===== src/rtl/weight_pkg.sv =====
// Shared weight-buffer layout: layer codes, region bases, block counts and the
// block-to-address mapping used by both the weight distributer and the weight reader.
package weight_pkg;

    localparam int WB_ADDR_W    = 12;
    localparam int WB_DATA_W    = 72;
    localparam int BLK_WORDS    = 8;
    localparam int FIFO_DEPTH   = 2;

    localparam logic [WB_ADDR_W-1:0] CONV1_BASE = 12'd0;
    localparam logic [WB_ADDR_W-1:0] CONV2_BASE = 12'd32;
    localparam logic [WB_ADDR_W-1:0] FC_BASE    = 12'd160;

    localparam int CONV1_BLOCKS = 1;
    localparam int CONV2_BLOCKS = 16;
    localparam int FC_BLOCKS    = 320;

    typedef enum logic [1:0] {
        LAYER_CONV1 = 2'd0,
        LAYER_CONV2 = 2'd1,
        LAYER_FC    = 2'd2,
        LAYER_NONE  = 2'd3
    } layer_e;

    typedef enum logic [1:0] {
        ST_IDLE  = 2'd0,
        ST_READ  = 2'd1,
        ST_DRAIN = 2'd2,
        ST_FIN   = 2'd3
    } rd_state_e;

    function automatic logic blk_legal(input logic [1:0] layer, input logic [8:0] blk);
        logic ok;
        ok = 1'b0;
        case (layer)
            LAYER_CONV1: ok = ({23'd0, blk} < CONV1_BLOCKS);
            LAYER_CONV2: ok = ({23'd0, blk} < CONV2_BLOCKS);
            LAYER_FC:    ok = ({23'd0, blk} < FC_BLOCKS);
            default:     ok = 1'b0;
        endcase
        return ok;
    endfunction

    // FC blocks interleave: bit 0 picks a 32-word half, bits 2:1 an 8-word slot,
    // bits 8:3 a 64-word group, matching the distributer's write order.
    function automatic logic [WB_ADDR_W-1:0] blk_base(input logic [1:0] layer,
                                                     input logic [8:0] blk);
        logic [WB_ADDR_W-1:0] a;
        a = CONV1_BASE;
        case (layer)
            LAYER_CONV2: a = CONV2_BASE + {5'd0, blk[3:0], 3'd0};
            LAYER_FC:    a = FC_BASE + {6'd0, blk[0], 5'd0}
                                     + {7'd0, blk[2:1], 3'd0}
                                     + {blk[8:3], 6'd0};
            default:     a = CONV1_BASE;
        endcase
        return a;
    endfunction

endpackage


===== src/rtl/weight_reader_fifo.sv =====
// Two-entry output FIFO holding {word index, weight word}; the head is forced to
// zero while empty so the block outputs read 0 after reset.
module weight_reader_fifo #(
    parameter int DATA_W = 72
) (
    input  logic              clk,
    input  logic              reset,
    input  logic              push,
    input  logic [2:0]        push_idx,
    input  logic [DATA_W-1:0] push_data,
    input  logic              pop,
    output logic [1:0]        count,
    output logic              head_vld,
    output logic [2:0]        head_idx,
    output logic [DATA_W-1:0] head_data
);

    logic [DATA_W-1:0] mem_data [2];
    logic [2:0]        mem_idx  [2];
    logic              wr_ptr;
    logic              rd_ptr;

    always_ff @(posedge clk) begin
        if (reset) begin
            wr_ptr <= 1'b0;
            rd_ptr <= 1'b0;
            count  <= 2'd0;
        end else begin
            if (push) wr_ptr <= ~wr_ptr;
            if (pop)  rd_ptr <= ~rd_ptr;
            count <= count + {1'b0, push} - {1'b0, pop};
        end
    end

    // Storage is not reset; a push into a full FIFO only happens together with a pop
    // of the same slot, whose old contents are consumed this cycle.
    always_ff @(posedge clk) begin
        if (push) begin
            mem_data[wr_ptr] <= push_data;
            mem_idx[wr_ptr]  <= push_idx;
        end
    end

    assign head_vld  = (count != 2'd0);
    assign head_data = head_vld ? mem_data[rd_ptr] : '0;
    assign head_idx  = head_vld ? mem_idx[rd_ptr]  : 3'd0;

endmodule


===== src/rtl/weight_reader.sv =====
// Weight reader: fetches one 8-word block from the weight buffer BRAM and streams it
// over a valid/ready port. Optional WEIGHT_READER_CHECKSUM_EN adds a per-block byte sum.
module weight_reader
    import weight_pkg::*;
#(
    parameter int ADDR_W = WB_ADDR_W,
    parameter int DATA_W = WB_DATA_W
) (
    input  logic              clk,
    input  logic              reset,
    input  logic              req_valid,
    output logic              req_ready,
    input  logic [1:0]        req_layer,
    input  logic [8:0]        req_block,
    output logic              wbuf_enb,
    output logic [ADDR_W-1:0] wbuf_addrb,
    input  logic [DATA_W-1:0] wbuf_doutb,
    output logic              out_valid,
    input  logic              out_ready,
    output logic [DATA_W-1:0] out_data,
    output logic [2:0]        out_idx,
    output logic              out_last,
    output logic              done,
    output logic              req_err,
    output logic              busy,
    output logic [15:0]       checksum
);

    rd_state_e         state_q, state_d;
    logic [2:0]        k_p0;
    logic [ADDR_W-1:0] base_p0;
    logic              err_q;
    logic              rd_vld_p1;
    logic [2:0]        rd_idx_p1;
    logic [1:0]        fifo_count;
    logic              accept;
    logic              legal;
    logic              issue;
    logic              pop;
    logic              fifo_left_zero;

    assign accept = req_valid && (state_q == ST_IDLE);
    assign legal  = blk_legal(req_layer, req_block);
    assign pop    = out_valid && out_ready;

    // Words committed after this edge (buffered + returning - leaving) must fit the FIFO.
    assign issue = (state_q == ST_READ) &&
                   (({1'b0, fifo_count} + {2'b00, rd_vld_p1} - {2'b00, pop}) < 3'(FIFO_DEPTH));

    assign fifo_left_zero = (fifo_count == 2'd0) || ((fifo_count == 2'd1) && pop);

    always_comb begin
        state_d = state_q;
        case (state_q)
            ST_IDLE:  if (accept) state_d = legal ? ST_READ : ST_FIN;
            ST_READ:  if (issue && (k_p0 == 3'(BLK_WORDS - 1))) state_d = ST_DRAIN;
            ST_DRAIN: if (!rd_vld_p1 && fifo_left_zero) state_d = ST_FIN;
            ST_FIN:   state_d = ST_IDLE;
            default:  state_d = ST_IDLE;
        endcase
    end

    // Stage p0: request latch and read issue
    always_ff @(posedge clk) begin
        if (reset) begin
            state_q <= ST_IDLE;
            k_p0    <= 3'd0;
            err_q   <= 1'b0;
        end else begin
            state_q <= state_d;
            if (accept) begin
                k_p0  <= 3'd0;
                err_q <= !legal;
            end else if (issue) begin
                k_p0 <= k_p0 + 3'd1;
            end
        end
    end

    always_ff @(posedge clk) begin
        if (accept) base_p0 <= blk_base(req_layer, req_block);
    end

    assign wbuf_enb   = issue;
    assign wbuf_addrb = issue ? (base_p0 + {{(ADDR_W-3){1'b0}}, k_p0}) : '0;

    // Stage p1: BRAM return captured into the FIFO
    always_ff @(posedge clk) begin
        if (reset) rd_vld_p1 <= 1'b0;
        else       rd_vld_p1 <= issue;
    end

    always_ff @(posedge clk) begin
        rd_idx_p1 <= k_p0;
    end

    weight_reader_fifo #(
        .DATA_W (DATA_W)
    ) u_fifo (
        .clk       (clk),
        .reset     (reset),
        .push      (rd_vld_p1),
        .push_idx  (rd_idx_p1),
        .push_data (wbuf_doutb),
        .pop       (pop),
        .count     (fifo_count),
        .head_vld  (out_valid),
        .head_idx  (out_idx),
        .head_data (out_data)
    );

    assign out_last  = out_valid && (out_idx == 3'(BLK_WORDS - 1));
    assign req_ready = (state_q == ST_IDLE);
    assign busy      = (state_q != ST_IDLE);
    assign done      = (state_q == ST_FIN);
    assign req_err   = done && err_q;

`ifdef WEIGHT_READER_CHECKSUM_EN
    function automatic logic [15:0] byte_sum(input logic [DATA_W-1:0] w);
        logic signed [7:0]  b;
        logic signed [15:0] acc;
        acc = '0;
        for (int j = 0; j < DATA_W / 8; j++) begin
            b   = w[j*8 +: 8];
            acc = acc + 16'(b);
        end
        return acc;
    endfunction

    logic [15:0] cks_q;

    // Accumulates delivered words only, so rejected requests leave it at zero.
    always_ff @(posedge clk) begin
        if (reset)       cks_q <= 16'd0;
        else if (accept) cks_q <= 16'd0;
        else if (pop)    cks_q <= cks_q + byte_sum(out_data);
    end

    assign checksum = cks_q;
`else
    assign checksum = 16'd0;
`endif

endmodule


===== config.mk =====
export PLATFORM = sky130hd
export DESIGN_NAME = weight_reader
export DESIGN_NICKNAME = d
export VERILOG_FILES = /design/src/rtl/weight_pkg.sv /design/src/rtl/weight_reader_fifo.sv /design/src/rtl/weight_reader.sv
export SDC_FILE = /design/constraint.sdc
export NUM_CORES = 1
export LEC_CHECK = 0
export ABC_AREA = 1
export CORE_UTILIZATION = 40
export DETAILED_ROUTE_END_ITERATION = 16
export DONT_BUFFER_PORTS = 1
export GPL_TIMING_DRIVEN = 1
export PLACE_DENSITY = 0.57
export SLEW_MARGIN = 20
export SYNTH_ARGS = -nofsm -noshare
export SYNTH_HDL_FRONTEND = slang
export SYNTH_SLANG_ARGS = --single-unit
export TNS_END_PERCENT = 50

===== constraint.sdc =====
create_clock -name clk -period 5.4 [get_ports clk]
set_input_delay 0.54 -clock clk [delete_from_list [all_inputs] [get_ports clk]]
set_output_delay 0.54 -clock clk [all_outputs]
set_load 0.05 [all_outputs]

==> results_dict.tcl, run 1 <==
set metrics [dict create \
    min_to "u_fifo.count[1]" \
    fin_util_pct 45.1 \
    portBuffers 0 \
    met1_usage_pct 16.6 \
    cts_max_path_buffers 2 \
    postCtsResizedCells 0 \
    io_pins 197 \
    peakVddDrop_uv 326 \
    fin_crit_sh_pct 88.4 \
    core_area_um2 17400 \
    ys_seq_area_share_pct 71.4 \
    root_buffer "clkbuf_16" \
    power_leakage_uw 0.00286 \
    cts_setup_buffers 0 \
    cts_hold_repair.buffers 0 \
    reg2reg_slack_ps 1340 \
    p_per_area_nw_per_um2 594 \
    cts_made_buffers 17 \
    avgSynthCellArea_um2 11.9 \
    die_x_um 135 \
    clock_latency_ps 420 \
    num_vias 4088 \
    post_drt_wl_per_cell_um 16.6 \
    run_status "completed" \
    syn2layout_area_growth_pct 10.2 \
    dpl_cell_area_um2 7270 \
    yosys.area.top_type "edfxtp_1" \
    critPathKind "register to output pin" \
    grt_pass1_vias 3990 \
    yosysMostFrequentCell "nand2_1" \
    clock.fmax_mhz 210 \
    hp-class "input pin to register" \
    cts_tree "done" \
    ys_seq_elements 174 \
    tightest_slew_ps 1160 \
    skew_ps 8.41 \
    drive_gt1_share_pct 9.82 \
    ys_top_cells_by_count "nand2_1 (178), edfxtp_1 (159), a21oi_1 (83)" \
    maxCapViolCount 0 \
    ys_warn_count 0 \
    synthCells 598 \
    fin_crit_ps 4770 \
    fp.dieArea_um2 18300 \
    relSlewSlack_pct 23.0 \
    vias_per_cell 4.89 \
    rsz0062_at_grt "false" \
    gp_congestion 0.795 \
    synth_cell_types 32 \
    cp.arrival_ps 4230 \
    die_height_um 135 \
    maxSlewViolCount 0 \
    top_usage_layer "met2" \
    first_pass_iters 6 \
    synth.cell_area_um2 7110 \
    finalInstanceArea_um2 7830 \
    nets 701 \
    holdCritStartpoint "reset" \
    synth.area.top_cells "edfxtp_1 (67%), nand2_1 (9.4%), a21oi_1 (5.8%)" \
    cpPeakStageDelay_ps 770 \
    fin_tns_setup_ps 0 \
    drcViolationCount 0 \
    hold_viol_final 0 \
    endpoint_kind "output pin" \
    async_reset_ff_share_pct 0 \
    crit_required_ps 4860 \
    antenna_found_initial 0 \
    synth.top_cell.area_share_pct 67.1 \
    grt_pass1_wl_mm 20.7 \
    rr_endpoint "k_p0[0]" \
    ant_nets 0 \
    worstRegToRegCells 15 \
    crit_top_cell "inv_2" \
    num_antenna_cells 0 \
    total_power_uw 4650 \
    crit_path_start_kind "register" \
    routed_wl_mm 13.9 \
    holdPathStages 1 \
    crit_slowest_cell "nor2_1" \
    track_usage_pct 15.3 \
    path_cells "nor2_4 > buf_4 > inv_2 > nand2_1 > inv_2 > ha_1 > inv_1 > ha_1 > inv_1 > fa_1 > nand2_1 > inv_2 > nand3_4 > nor2_1" \
    grt_util_met3_pct 5.95 \
    start_util_pct 41.0 \
    holdWs_ps 185 \
    clkTransAtPathRegs_ps 60 \
    r2r_start "u_fifo.count[1]" \
    grt_max_degree 77 \
    dp_hpwl_mm 8.91 \
    grt-ovfl-total 0 \
    use_met2_pct 26.6 \
    cp_max_fo 76 \
    cts.sinks 174 \
    finalSetupViolations 0 \
    ys.flop_type "edfxtp_1" \
    drtIter0Drc 210 \
    synth_edf_count 159 \
    htreeDepth 4 \
    rows 48 \
]
layout make-up:
cell class,instances,area [um^2]
Clock inverter,13,115
Multi-Input combinational cell,357,1700
Tap cell,225,282
Sequential cell,174,5080
Inverter,41,158
Clock buffer,18,429
Fill cell,1589,9520
Timing Repair Buffer,8,72.6
where the power goes:
part           leakage, uW  internal, uW  switching (uW)
combinational      0.00103           235            1530
clock             0.000261           633             486
sequential         0.00157          1680            92.3
layout by cell type, fill, tap and decap left out, drive strengths merged, types with 5 or more instances in the layout:
cell / instances
nand2: 182
conb: 16
edfxtp: 159
o21ai: 5
clkinv: 6
ha: 14
dfxtp: 15
inv: 44
nor2: 38
a21oi: 85
buf: 8
clkbuf: 18
per-layer routing:
metal	up-vias	share of wire, %	wire [um]
met2	133	51	7100
li1	1992	-	-
met1	1947	38	5320
met4	0	1.5	210
met5	-	0	0
met3	16	8.9	1230
worst max path at each step:
stage | startpoint | endpoint | slack (ps)
after CTS | u_fifo.count[1] | wbuf_addrb[0] | 500
final | u_fifo.count[1] | wbuf_addrb[0] | 630
after global placement | u_fifo.count[1] | wbuf_addrb[0] | 1080
after global routing | u_fifo.count[1] | wbuf_addrb[0] | 300
after detailed placement | u_fifo.count[1] | wbuf_addrb[0] | 960
after floorplan | rd_vld_p1 | u_fifo.mem_data[0][0] | 1320
metrics by stage:
step / setup slack [ps] / instances
5_1_grt: 303 / 836
3_5_place_dp: 961 / 804
2_1_floorplan: 1320 / 613
3_3_place_gp: 1080 / 804
6_report: 629 / 836
4_1_cts: 495 / 835
sequential cells by signal, indices dropped and copies added (netlist names), named ones only:
| name | cells |
|---|---|
| base_p0 | 9 |
| u_fifo.mem_data | 144 |
| rd_idx_p1 | 3 |
| k_p0 | 3 |
| state_q | 2 |
| rd_vld_p1 | 1 |
| err_q | 1 |
| u_fifo.count | 2 |
| u_fifo.rd_ptr | 1 |
| u_fifo.wr_ptr | 1 |
| u_fifo.mem_idx | 6 |
critical path, delay by kind of cell, from the launching register on:
family        cells  cell delay (ps)
buf+inv           6             1220
simple gates      5             1290
flops             1              390
fa+ha+maj         3              900
kinds of logic (layout without fill, tap and decap cells):
| logic type | count (synthesis) | after routing | share of synthesized area [%] |
|---|---|---|---|
| and+or+nand+nor | 230 | 230 | 13.0 |
| DFF | 174 | 174 | 71.4 |
| AOI/OAI and AO/OA | 94 | 94 | 6.88 |
| adders and majority gates | 15 | 15 | 2.75 |
| buffers and inverters | 82 | 80 | 5.68 |
| other | 1 | 16 | 0.0527 |
| xor gates and xnor gates | 2 | 2 | 0.246 |
(Power assumes the default switching activity.)
==> run 2: changes to the inputs <==
Settings changed: RECOVER_POWER from default to 100.
==> results_dict.tcl, run 2 (synthesized netlist as in run 1, its figures left out) <==
set metrics [dict create \
    fin_util_pct 44.9 \
    layout_common_cells "nand2_1 (179), edfxtp_1 (159), a21oi_1 (84), inv_1 (36), nor2_1 (36)" \
    htreeDepth 4 \
    die_x_um 135 \
    fp.dieArea_um2 18300 \
    root_buffer "clkbuf_16" \
    cts_tree "done" \
    cp.arrival_ps 4260 \
    finalSetupViolations 0 \
    r2r_start "rd_vld_p1" \
    num_vias 4104 \
    largest_reg_flops 144 \
    hold_viol_final 0 \
    fin_tns_setup_ps 0 \
    cp_max_fo 76 \
    core_area_um2 17400 \
    post_drt_wl_per_cell_um 16.6 \
    critPathKind "register to output pin" \
    postCtsResizedCells 0 \
    reg2reg_slack_ps 1260 \
    grt_pass1_wl_mm 20.7 \
    largest_registers "u_fifo.mem_data (144), base_p0 (9), u_fifo.mem_idx (6)" \
    dp_cells 804 \
    nets 701 \
    instances_no_fill 836 \
    maxCapViolCount 3 \
    holdCritStartpoint "reset" \
    total_power_uw 4640 \
    ff_latch_area_um2 5070 \
    tightest_slew_ps 4290 \
    io_pins 197 \
    crit_path_start_kind "register" \
    first_pass_iters 6 \
    grt_max_degree 77 \
    drive_gt1_share_pct 7.86 \
    maxSlewViolCount 144 \
    power_leakage_uw 0.00285 \
    multi_input_area_um2 1690 \
    fin_crit_ps 4800 \
    drtIter0Drc 245 \
    start_util_pct 41.0 \
    fill_cells 1593 \
    endpoint_kind "output pin" \
    dp_hpwl_mm 8.91 \
    cts_setup_buffers 0 \
    cts_hold_repair.buffers 0 \
    p_per_area_nw_per_um2 596 \
    crit_required_ps 4860 \
    relSlewSlack_pct -186 \
    num_antenna_cells 0 \
    ant_nets 0 \
    crit_path_start "u_fifo.count[1]" \
    fin_crit_sh_pct 89.0 \
    syn2layout_area_growth_pct 9.54 \
    skew_ps 8.02 \
    hp-class "input pin to register" \
    portBuffers 0 \
    final.setup.worst_slack_ps 596 \
    die_height_um 135 \
    grt_pass1_vias 3990 \
    clock.fmax_mhz 208 \
    rows 48 \
    cts_max_path_buffers 2 \
    regMostFlops "u_fifo.mem_data" \
    rsz0062_at_grt "false" \
    drcViolationCount 0 \
    vias_per_cell 4.91 \
    layout_commonest_cell "nand2_1" \
    grt-ovfl-total 0 \
    cts.sinks 174 \
    clock_latency_ps 420 \
    violations "capacitance limit, slew limit" \
    peakVddDrop_uv 320 \
    cts_made_buffers 17 \
    routed_wl_mm 13.9 \
    gp_congestion 0.795 \
    pre_cts_ws_ps 961 \
    track_usage_pct 15.3 \
    antenna_found_initial 0 \
    run_status "finished, violations left" \
    clkTransAtPathRegs_ps 60 \
]
## run 2: cell type report
cell class	count	area share (%)
Timing Repair Buffer	8	0.562
Tap cell	225	3.61
Clock buffer	18	5.51
Multi-Input combinational cell	357	21.7
Clock inverter	13	1.48
Sequential cell	174	65.2
Inverter	41	2.02
## run 2: path summary, 6_finish.rpt
kind | to | cells after the start
max reg2reg | u_fifo.mem_data[1][66] | 3
min reg2reg | rd_idx_p1[2] | 0
max | wbuf_addrb[0] | 14
min | u_fifo.count[1] | 1
## run 2: routing by layer
| layer | track usage [%] | share of wire (%) |
|---|---|---|
| met1 | 16.6 | 39 |
| met2 | 26.6 | 51 |
| met3 | 5.95 | 8.7 |
| met4 | 6.30 | 1.5 |
| met5 | 0 | 0 |
## run 2: report_power, final
group | internal, uW | leakage [uW] | switching (uW)
Clock | 633 | 0.000261 | 486
Sequential | 1690 | 0.00157 | 90.5
Combinational | 226 | 0.00102 | 1520
## run 2: critical path, stage by stage (launching register included)
cell     delay [ps]
dfxtp_1         390
nor2_4          100
buf_4           660
inv_2           310
nand2_1         130
inv_1            80
ha_1            270
inv_1            50
ha_1            130
inv_1            50
fa_1            510
nand2_1          70
inv_1           120
nand3_4         200
nor2_1          770
## run 2: stage by stage
step	area [um^2]	hold slack, ps
final	7790	183
after global routing	7790	158
after CTS	7810	162
after detailed placement	7270	374
after global placement	7270	372
after floorplan	7170	355
==> run 3: changes to the inputs <==
Settings changed: PLACE_DENSITY 0.57 to 0.59.
Clock period 5.4 ns to 4.19 ns, I/O delays scaled along.
==> results_dict.tcl, run 3 (synthesized netlist as in run 1, its figures left out) <==
set metrics [dict create \
    cts_made_buffers 17 \
    rows 48 \
    syn2layout_area_growth_pct 14.7 \
    hp-class "input pin to register" \
    cp.arrival_ps 3250 \
    root_buffer "clkbuf_16" \
    largest_reg_flops 144 \
    routed_wl_mm 14.5 \
    layout_commonest_cell "nand2_1" \
    grt-ovfl-total 0 \
    clock_latency_ps 420 \
    endpoint_kind "output pin" \
    vias_per_cell 4.86 \
    num_vias 4475 \
    fill_cells 1603 \
    relSlewSlack_pct -35.0 \
    holdPathStages 1 \
    maxSlewViolCount 76 \
    track_usage_pct 15.7 \
    num_antenna_cells 0 \
    crit_path_start_kind "register" \
    skew_ps 10.1 \
    gp_congestion 0.852 \
    nets 784 \
    first_pass_iters 4 \
    p_sw_share_pct 45.3 \
    crit_required_ps 3770 \
    fp.dieArea_um2 18300 \
    p_int_uw 3370 \
    core_area_um2 17400 \
    tightest_slew_ps 2030 \
    finalInstanceArea_um2 8160 \
    power_frac_seq_pct 36.8 \
    dpl_cell_area_um2 7900 \
    drive_gt1_share_pct 9.21 \
    die_height_um 135 \
    fin_crit_ps 3670 \
    switchingPower_uw 2790 \
    holdWs_ps 63.1 \
    cts_tree "done" \
    portBuffers 0 \
    critPathKind "register to output pin" \
    peakVddDrop_uv 455 \
    power_leakage_uw 0.00301 \
    fin_crit_sh_pct 87.6 \
    drcViolationCount 0 \
    layout_common_cells "nand2_1 (179), edfxtp_1 (159), a21oi_1 (83), clkbuf_1 (72), inv_1 (36)" \
    dp_hpwl_mm 9.20 \
    maxCapViolCount 1 \
    reg2reg_slack_ps 1250 \
    fin_tns_setup_ps 0 \
    io_pins 197 \
    htreeDepth 4 \
    grt_pass1_vias 4319 \
    postCtsResizedCells 0 \
    worstRegToRegCells 15 \
    hold_viol_final 0 \
    grt_max_degree 76 \
    clockPowerShare_pct 23.1 \
    power_frac_comb_pct 40.1 \
    cts.sinks 174 \
    finalSetupViolations 0 \
    clkTransAtPathRegs_ps 70 \
    final.setup.worst_slack_ps 519 \
    p_per_area_nw_per_um2 755 \
    clock.fmax_mhz 272 \
    post_drt_wl_per_cell_um 15.7 \
    antenna_found_initial 0 \
    rsz0062_at_grt "false" \
    pre_cts_ws_ps 1160 \
    violations "capacitance limit, slew limit" \
    cts_setup_buffers 0 \
    grt_pass1_wl_mm 21.7 \
    cts_max_path_buffers 2 \
    largest_registers "u_fifo.mem_data (144), base_p0 (9), u_fifo.mem_idx (6)" \
    cp_max_fo 39 \
    run_status "finished, violations left" \
    die_x_um 135 \
    drtIter0Drc 302 \
    start_util_pct 41.0 \
    cts_hold_repair.buffers 0 \
    regMostFlops "u_fifo.mem_data" \
    ant_nets 0 \
]
run 3: path summary, 6_finish.rpt:
| kind | end | startpoint |
|---|---|---|
| hold / removal | u_fifo.count[0] | reset |
| setup reg to reg | k_p0[0] | u_fifo.count[1] |
| setup / recovery | out_data[70] | register |
| hold reg to reg | rd_idx_p1[1] | k_p0[1] |
run 3: area by class of cell:
type | instances | area [um^2] | area share (%)
clock inverter | 15 | 116 | 1.43
timing repair buffer | 91 | 408 | 5.00
tap | 225 | 282 | 3.45
clock buffer | 17 | 425 | 5.22
sequential | 174 | 5070 | 62.2
multi-input combinational | 357 | 1690 | 20.8
inverter | 41 | 158 | 1.93
run 3: critical path, stage by stage (launching register included):
cell      delay (ps)
dfxtp_1          310
inv_1            860
clkbuf_2         810
nand2_1          110
a21oi_1          170
clkbuf_1         550
run 3: routing by layer:
layer | global-route usage, % | routed length [um]
met2 | 27.3 | 7290
met4 | 6.24 | 201
met3 | 6.32 | 1310
met5 | 0 | 0
met1 | 17.0 | 5650
run 3: stage by stage:
step / util (%) / power, uW / cells
6_report: 47.0 / 6160 / 920
5_1_grt: 47.0 / 6470 / 920
4_1_cts: 48.6 / 6440 / 920
3_5_place_dp: 45.5 / 5020 / 888
3_3_place_gp: 45.5 / 4960 / 888
2_1_floorplan: - / 4340 / 613
run 3: power by group through the flow:
stage                     logic, uW  registers, uW  clock network, uW
final                          2470           2270               1420
after floorplan                2050           2280                  0
after global placement         2680           2280                  0
after detailed placement       2720           2300                  0
after CTS                      2720           2260               1460
after global routing           2650           2290               1530
